$ cat src/rtl/demux_capture_8ch_if.sv
// Bundle of the capture stage's data, control and status signals.
// The master side drives y/clear/rd_sel; the slave (the capture block) drives status.
interface demux_capture_8ch_if #(
    parameter int CNT_W = 8
);
    logic [7:0]       y;
    logic             clear;
    logic [2:0]       rd_sel;
    logic [CNT_W-1:0] rd_data;
    logic [7:0]       hit;
    logic [2:0]       last_ch;
    logic             last_vld;
    logic             multi_err;
    logic [7:0]       sat;

    modport master (
        output y, clear, rd_sel,
        input  rd_data, hit, last_ch, last_vld, multi_err, sat
    );

    modport slave (
        input  y, clear, rd_sel,
        output rd_data, hit, last_ch, last_vld, multi_err, sat
    );
endinterface

$ cat src/rtl/demux_capture_8ch.sv
// Eight-channel capture of demux outputs: per-channel rising-edge counters,
// sticky hit flags, last-hit index and a sticky multi-hot error flag.
module demux_capture_8ch #(
    parameter int CNT_W = 8
) (
    input  logic               clk,
    input  logic               rst,
    demux_capture_8ch_if.slave bus
);
    localparam logic [CNT_W-1:0] CNT_MAX = '1;

    logic [7:0]       y_q_reg;
    logic [7:0]       y_qq_reg;
    logic [7:0]       rise;
    logic             any_rise;
    logic             multi_hot;

    logic [CNT_W-1:0] cnt_reg  [8];
    logic [CNT_W-1:0] cnt_next [8];
    logic [7:0]       hit_reg;
    logic [2:0]       last_ch_reg;
    logic [2:0]       last_ch_next;
    logic             last_vld_reg;
    logic             multi_err_reg;

    // Input history is only cleared by rst, so a level held through clear is not recounted.
    always_ff @(posedge clk) begin
        if (rst) begin
            y_q_reg  <= '0;
            y_qq_reg <= '0;
        end else begin
            y_q_reg  <= bus.y;
            y_qq_reg <= y_q_reg;
        end
    end

    assign rise      = y_q_reg & ~y_qq_reg;
    assign any_rise  = |rise;
    // Clearing the lowest set bit leaves something only when two or more bits are set.
    assign multi_hot = |(y_q_reg & (y_q_reg - 8'd1));

    generate
        for (genvar gi = 0; gi < 8; gi++) begin : g_ch
            assign cnt_next[gi] = (rise[gi] && (cnt_reg[gi] != CNT_MAX))
                                  ? cnt_reg[gi] + CNT_W'(1)
                                  : cnt_reg[gi];
            assign bus.sat[gi]  = (cnt_reg[gi] == CNT_MAX);
        end
    endgenerate

    // Later (higher) channels overwrite earlier ones, so the highest rising index wins.
    always_comb begin
        last_ch_next = last_ch_reg;
        for (int k = 0; k < 8; k++) begin
            if (rise[k]) begin
                last_ch_next = 3'(k);
            end
        end
    end

    always_ff @(posedge clk) begin
        if (rst || bus.clear) begin
            for (int k = 0; k < 8; k++) begin
                cnt_reg[k] <= '0;
            end
            hit_reg       <= '0;
            last_ch_reg   <= '0;
            last_vld_reg  <= 1'b0;
            multi_err_reg <= 1'b0;
        end else begin
            for (int k = 0; k < 8; k++) begin
                cnt_reg[k] <= cnt_next[k];
            end
            hit_reg     <= hit_reg | rise;
            last_ch_reg <= last_ch_next;
            if (any_rise) begin
                last_vld_reg <= 1'b1;
            end
            if (multi_hot) begin
                multi_err_reg <= 1'b1;
            end
        end
    end

    assign bus.rd_data   = cnt_reg[bus.rd_sel];
    assign bus.hit       = hit_reg;
    assign bus.last_ch   = last_ch_reg;
    assign bus.last_vld  = last_vld_reg;
    assign bus.multi_err = multi_err_reg;
endmodule

$ cat src/flat_wrapper.sv
// flat-port wrapper written by rule: the top's interface ports become plain ports
module demux_capture_8ch_flat 
#(
    parameter int CNT_W = 8
)
  (clk, rst, bus_y, bus_clear, bus_rd_sel, bus_rd_data, bus_hit, bus_last_ch, bus_last_vld, bus_multi_err, bus_sat);
  demux_capture_8ch_if #(.CNT_W(CNT_W)) bus_i ();
  input  logic clk;
  input  logic rst;
  input wire logic [$bits(bus_i.y)-1:0] bus_y;
  input wire logic [$bits(bus_i.clear)-1:0] bus_clear;
  input wire logic [$bits(bus_i.rd_sel)-1:0] bus_rd_sel;
  output wire logic [$bits(bus_i.rd_data)-1:0] bus_rd_data;
  output wire logic [$bits(bus_i.hit)-1:0] bus_hit;
  output wire logic [$bits(bus_i.last_ch)-1:0] bus_last_ch;
  output wire logic [$bits(bus_i.last_vld)-1:0] bus_last_vld;
  output wire logic [$bits(bus_i.multi_err)-1:0] bus_multi_err;
  output wire logic [$bits(bus_i.sat)-1:0] bus_sat;
  assign bus_i.y = bus_y;
  assign bus_i.clear = bus_clear;
  assign bus_i.rd_sel = bus_rd_sel;
  assign bus_rd_data = bus_i.rd_data;
  assign bus_hit = bus_i.hit;
  assign bus_last_ch = bus_i.last_ch;
  assign bus_last_vld = bus_i.last_vld;
  assign bus_multi_err = bus_i.multi_err;
  assign bus_sat = bus_i.sat;
  demux_capture_8ch #(.CNT_W(CNT_W)) u_core (.clk(clk), .rst(rst), .bus(bus_i));
endmodule
$ cat config.mk
export PLATFORM = sky130hd
export DESIGN_NAME = demux_capture_8ch_flat
export DESIGN_NICKNAME = d
export VERILOG_FILES = /design/src/rtl/demux_capture_8ch_if.sv /design/src/rtl/demux_capture_8ch.sv /design/src/flat_wrapper.sv
export SDC_FILE = /design/constraint.sdc
export NUM_CORES = 1
export LEC_CHECK = 0
export ABC_AREA = 1
export CAP_MARGIN = 15
export CORE_ASPECT_RATIO = 1.4
export CORE_UTILIZATION = 36
export DETAILED_ROUTE_END_ITERATION = 8
export GPL_TIMING_DRIVEN = 0
export HOLD_SLACK_MARGIN = 0.15
export PLACE_DENSITY = 0.62
export SETUP_SLACK_MARGIN = 0.5
export SLEW_MARGIN = 0
export SYNTH_ARGS = -nofsm -noshare
export SYNTH_HDL_FRONTEND = slang
export SYNTH_SLANG_ARGS = --single-unit
$ cat constraint.sdc
create_clock -name clk -period 1.45 [get_ports clk]
set_input_delay 0.29 -clock clk [delete_from_list [all_inputs] [get_ports clk]]
set_output_delay 0.29 -clock clk [all_outputs]
set_load 0.02 [all_outputs]
Yosys cells after proc, flatten, opt, wreduce, memory -nomap -nowiden. Memories as Yosys holds them, arrays and structs flattened. Cells that the tools add are included.

Register bits: 29. Bits in writable memories: 64. Bits of input ports: 14. Output and inout port bits: 29. Logic and storage cells: 83. Memories: 1.

Memory list: u_core.cnt_reg (depth 8, bits a word 8, read ports 9, clocked after memory_dff 0, wr ports 8, line demux_capture_8ch.sv:18) `logic [CNT_W-1:0] cnt_reg [8];`.

Add/sub/neg operators: 9. Equality and inequality tests: 16. Muxes and demuxes: 27. Bitwise gates (word level): 12. Reductions and logical operators: 12.

Operators by type and width (number): 8-bit 2-to-1 mux (16); 8-bit by 1-bit adder with 8-bit output, second input constant (8); 8-bit == test, second input constant (8); 8-bit != test, second input constant (8); 3-bit 2-to-1 mux (8); 8-bit bitwise AND (2); 8-bit OR reduction (2); 1-bit logical AND (8); 8-bit inverter (1); 1-bit OR (8); 8-bit OR (1); 8-bit nonzero test (1); 8-bit by 1-bit subtractor with 8-bit output, second input constant (1); 1-bit 2-to-1 mux (3); 1-bit logical OR (1).

Depth between registers and ports, before layout.
Depth in word-level cells: 10. Gate-level depth with buffers: 10. Depth with buffers taken out: 10.

Worst setup path after synthesis. OpenSTA, ideal clock, no wires.

Path kind: input-to-output. From: input bus_rd_sel[1]. To: output bus_rd_data[1]. Data arrival time: 1.128 ns. Required time: 1.160 ns. Path slack: 0.032 ns. Stages: 6. Path buffers: 2. Cell sequence: buf_4 inv_1 buf_4 o21ai_0 o22ai_1 o21a_1.

Longest elaborated chain between the ends: 1.

RTL lines: start: declaration (line flat_wrapper.sv:12) `input wire logic [$bits(bus_i.rd_sel)-1:0] bus_rd_sel;`; memory 8 x 8 bit; end: declaration (line flat_wrapper.sv:13) `output wire logic [$bits(bus_i.rd_data)-1:0] bus_rd_data;`.

Every way passes these cells.

==> impl_metrics.csv <==
group,metric,value,unit
status,outcome,"finished, violations left",
status,violations,"setup timing",
grt,grtUsageTotal,22.2,%
die,die_w,102,µm
clocking,htreeDepth,3,
die,ios,43,
power_and_ir_drop,power_density,723,nW/µm²
place,placed_cells,977,
drt,drt_iter0_markers,191,
grt,grt_remaining_overflow,0,
clocking,cts_tree,"built",
yosys,postSynthAreaPerCell,6.65,µm²
setup_path,critPathRequiredTime,1.16,ns
die,rows,50,
cells_and_area,stdcell_area,8280,µm²
timing,worstMarginPinSlew,0.412,ns
yosys,async_reset_ff_share,0,%
yosys,netlist_area,5020,µm²
setup_path,cp_max_fo,4,
cells_and_area,nets,928,
yosys,synth_top_area_share,37.1,%
timing,skew,0.00958,ns
drt,route.detailed.wl_per_inst,14.6,µm
power_and_ir_drop,p_sw_share,29.9,%
setup_path,critPathLaunchType,"flip-flop",
yosys,seq_area_frac_synth,37.1,%
setup_path,end_kind,"primary output",
cells_and_area,antenna_cells,0,
die,coreArea,13500,µm²
power_and_ir_drop,total_power,0.00598,W
place,routabilityCongestion,0.879,
timing,fin_ws,-0.185,ns
setup_path,r2r_start,"u_core.cnt_reg[0][1]",
cells_and_area,fill_cells,1146,
clocking,clk_latency,0.35,ns
place,place_ws,-1.13,ns
clocking,cts_max_path_buffers,2,
clocking,cts_sinks,93,
yosys,ys_ff_latch,93,
timing,rsz0062_at_grt,"yes",
timing,whs,0.174,ns
yosys,syn_inst,755,
die,dieArea,14400,µm²
setup_path,cp_slowest_cell,"dfxtp_2",
place,post-dp-hpwl,10200,µm
power_and_ir_drop,p_switching,0.00179,W
yosys,synth_area_leaders,"dfxtp_1 (37%), nand2_1 (12%), nor2_1 (8.7%), inv_1 (7.5%), a21oi_1 (6.6%)",
drt,wirelength,15900,µm
drt,vias,5322,
power_and_ir_drop,peakVddDrop,695,µV
yosys,synth_edf_count,0,
yosys,syn_nets,777,
clocking,hold_buffers,0,
setup_path,path_class,"flip-flop to primary output",
cells_and_area,drive_gt1_share,55.8,%
grt,grt_pass1_vias,5114,
cells_and_area,fin_cells,1093,
drt,firstDrtPassIters,4,
power_and_ir_drop,clkPwrFrac,40.5,%
grt,grt_max_degree,20,
yosys,ys.flop_type,"dfxtp_1",
setup_path,crit_end,"bus_rd_data[5]",
drt,vias_per_cell,4.87,
die,start_util,37.2,%
yosys,yosysUniqueCellTypes,34,
place,place.port_buffers,40,
clocking,root_buffer,"clkbuf_16",
timing,fin_crit,1.63,ns
setup_path,worstRegToRegCells,10,
setup_path,crit_path_max_incr_delay,0.36,ns
drt,drc,0,
run,drv_cap,0,
setup_path,crit_arrival,1.34,ns
clocking,cts_buffers,9,
setup_path,path_cells,"inv_4, a21oi_2, o21ai_1, nand3_1, o21a_2, buf_6",
cells_and_area,areaGrowthSynthToFinish,64.9,%
timing,hold_viol_final,0,
timing,finalMaxSlewViolations,0,
timing,period_share,113,%
timing,fmax,0.612,GHz
power_and_ir_drop,intPower,0.00419,W
die,dieHeight,142,µm
setup_path,reg2reg_slack,0.01,ns
cells_and_area,largest_reg_flops,64,
grt,grt_pass1_wl,24700,µm
timing,setup_viol,16,
setup_path,r2r_end,"u_core.cnt_reg[0][7]",
drt,ant_nets,0,
power_and_ir_drop,pwr-share-comb,15.6,%
clocking,path_clk_slew,0.08,ns
timing,slew_headroom,72.5,%
power_and_ir_drop,p_leak,3.58,nW
power_and_ir_drop,power_frac_seq,43.9,%
worst_hold_path,worstHoldPathType,"primary input to flip-flop",
yosys,yosysWarnings,0,
setup_path,crit_path_start,"u_core.cnt_reg[5][5]",
yosys,yosysTopAreaCell,"dfxtp_1",
place,place_area,6090,µm²
grt,antenna_found_initial,0,
[placed cells by master (no fill, tap or decap), types with 6 or more instances in the layout]
cell type,n
nand3_2,15
inv_1,50
inv_8,7
clkdlybuf4s50_1,8
o21ai_2,14
buf_4,72
dfxtp_2,49
a21oi_1,17
clkbuf_16,9
o21ai_0,7
inv_2,33
nand2_4,33
nand2_2,29
o21ai_1,36
nand2_1,112
dfxtp_1,15
nand3_1,23
xor2_1,12
ha_4,8
a21oi_2,50
inv_4,10
nor2_2,16
o21a_2,7
nand3_4,6
nor2_4,16
nand4_1,8
buf_6,63
nand2_8,9
dfxtp_4,29
nor2_1,94
[layer usage]
metal	vias up	GRT usage [%]	routed length, µm
li1	2717	-	-
met1	2478	25.0	6310
met2	92	40.0	8600
met3	35	3.20	436
met4	0	11.1	588
met5	-	0	0
[cells by family (layout without fill, tap and decap cells)]
family,Yosys count,in the layout,synth area share (%)
compound gates,141,141,14.9
xor+xnor,15,15,2.62
fa+ha+maj,8,8,1.99
buf+inv,126,280,10.1
flops,93,93,37.1
simple gates,372,374,33.3
[synth_stat cells (2+ instances only)]
master,n
nor2_4,4
nor2_2,5
o211a_1,2
o21a_1,7
nand2_4,6
inv_1,100
xnor2_1,2
clkbuf_1,5
a21oi_1,66
nand3b_1,3
nand3_4,2
nand4_1,8
nor3_1,7
nor2_1,117
buf_2,10
nand3_2,3
o21bai_1,2
xor2_1,13
ha_1,8
nand3_1,39
dfxtp_1,93
o22ai_1,5
inv_2,5
buf_4,3
o21ai_0,57
nand2_2,12
nand2_1,163
nor4_1,2
[worst min path at each step]
stage / endpoint / start / slack (ns) / cells after the start
after floorplan: u_core.y_q_reg[1] / bus_y[1] / 0.39 / 2
after global placement: u_core.y_qq_reg[5] / u_core.y_q_reg[5] / 0.45 / 2
after detailed placement: u_core.bus.last_vld / u_core.bus.last_vld / 0.45 / 2
after CTS: u_core.y_q_reg[6] / rst / 0.17 / 2
after global routing: u_core.y_q_reg[5] / rst / 0.17 / 2
final: u_core.y_q_reg[5] / rst / 0.17 / 2
[power by group through the flow]
stage | Clock [W] | Sequential (W) | Combinational [W]
detailed placement | 0 | 0.00271 | 0.000659
global placement | 0 | 0.00271 | 0.000658
CTS | 0.00246 | 0.00263 | 0.000822
finish | 0.00242 | 0.00263 | 0.000936
floorplan | 0 | 0.00272 | 0.000415
global route | 0.00258 | 0.00263 | 0.00100
[final cells by class]
cell class / count / area (µm²) / share of cell area (%)
inverter: 106 / 522 / 6.30
sequential: 93 / 2030 / 24.5
clock inverter: 7 / 76.3 / 0.922
timing repair buffer: 138 / 1320 / 16.0
buffer: 20 / 190 / 2.30
multi-input combinational: 538 / 3690 / 44.5
clock buffer: 9 / 225 / 2.72
tap: 182 / 228 / 2.75
[timing repair]
item                                    in CTS  in global routing
pin swaps                                   66                 57
setup buffers                               65                 32
endpoints found under the setup margin     106                103
gates resized for setup                    420                142
gates cloned                                 3                  0
endpoints found under the hold margin        0                  0
[worst max-delay path, delay by kind of cell (launching register included)]
kind                   cells  cell delay (ns)
buffers and inverters      2             0.16
AND/OR/NAND/NOR            1             0.09
flip-flops                 1             0.36
AO/OA/AOI/OAI              3             0.39
[through the flow]
step	util (%)	setup TNS, ns
after floorplan	-	0
after global placement	45.0	-19.44
after detailed placement	45.0	-19.93
after CTS	55.9	-2.14
after global routing	61.3	-3.09
final	61.3	-2.17
No activity file was read; power rests on OpenSTA's default activity.
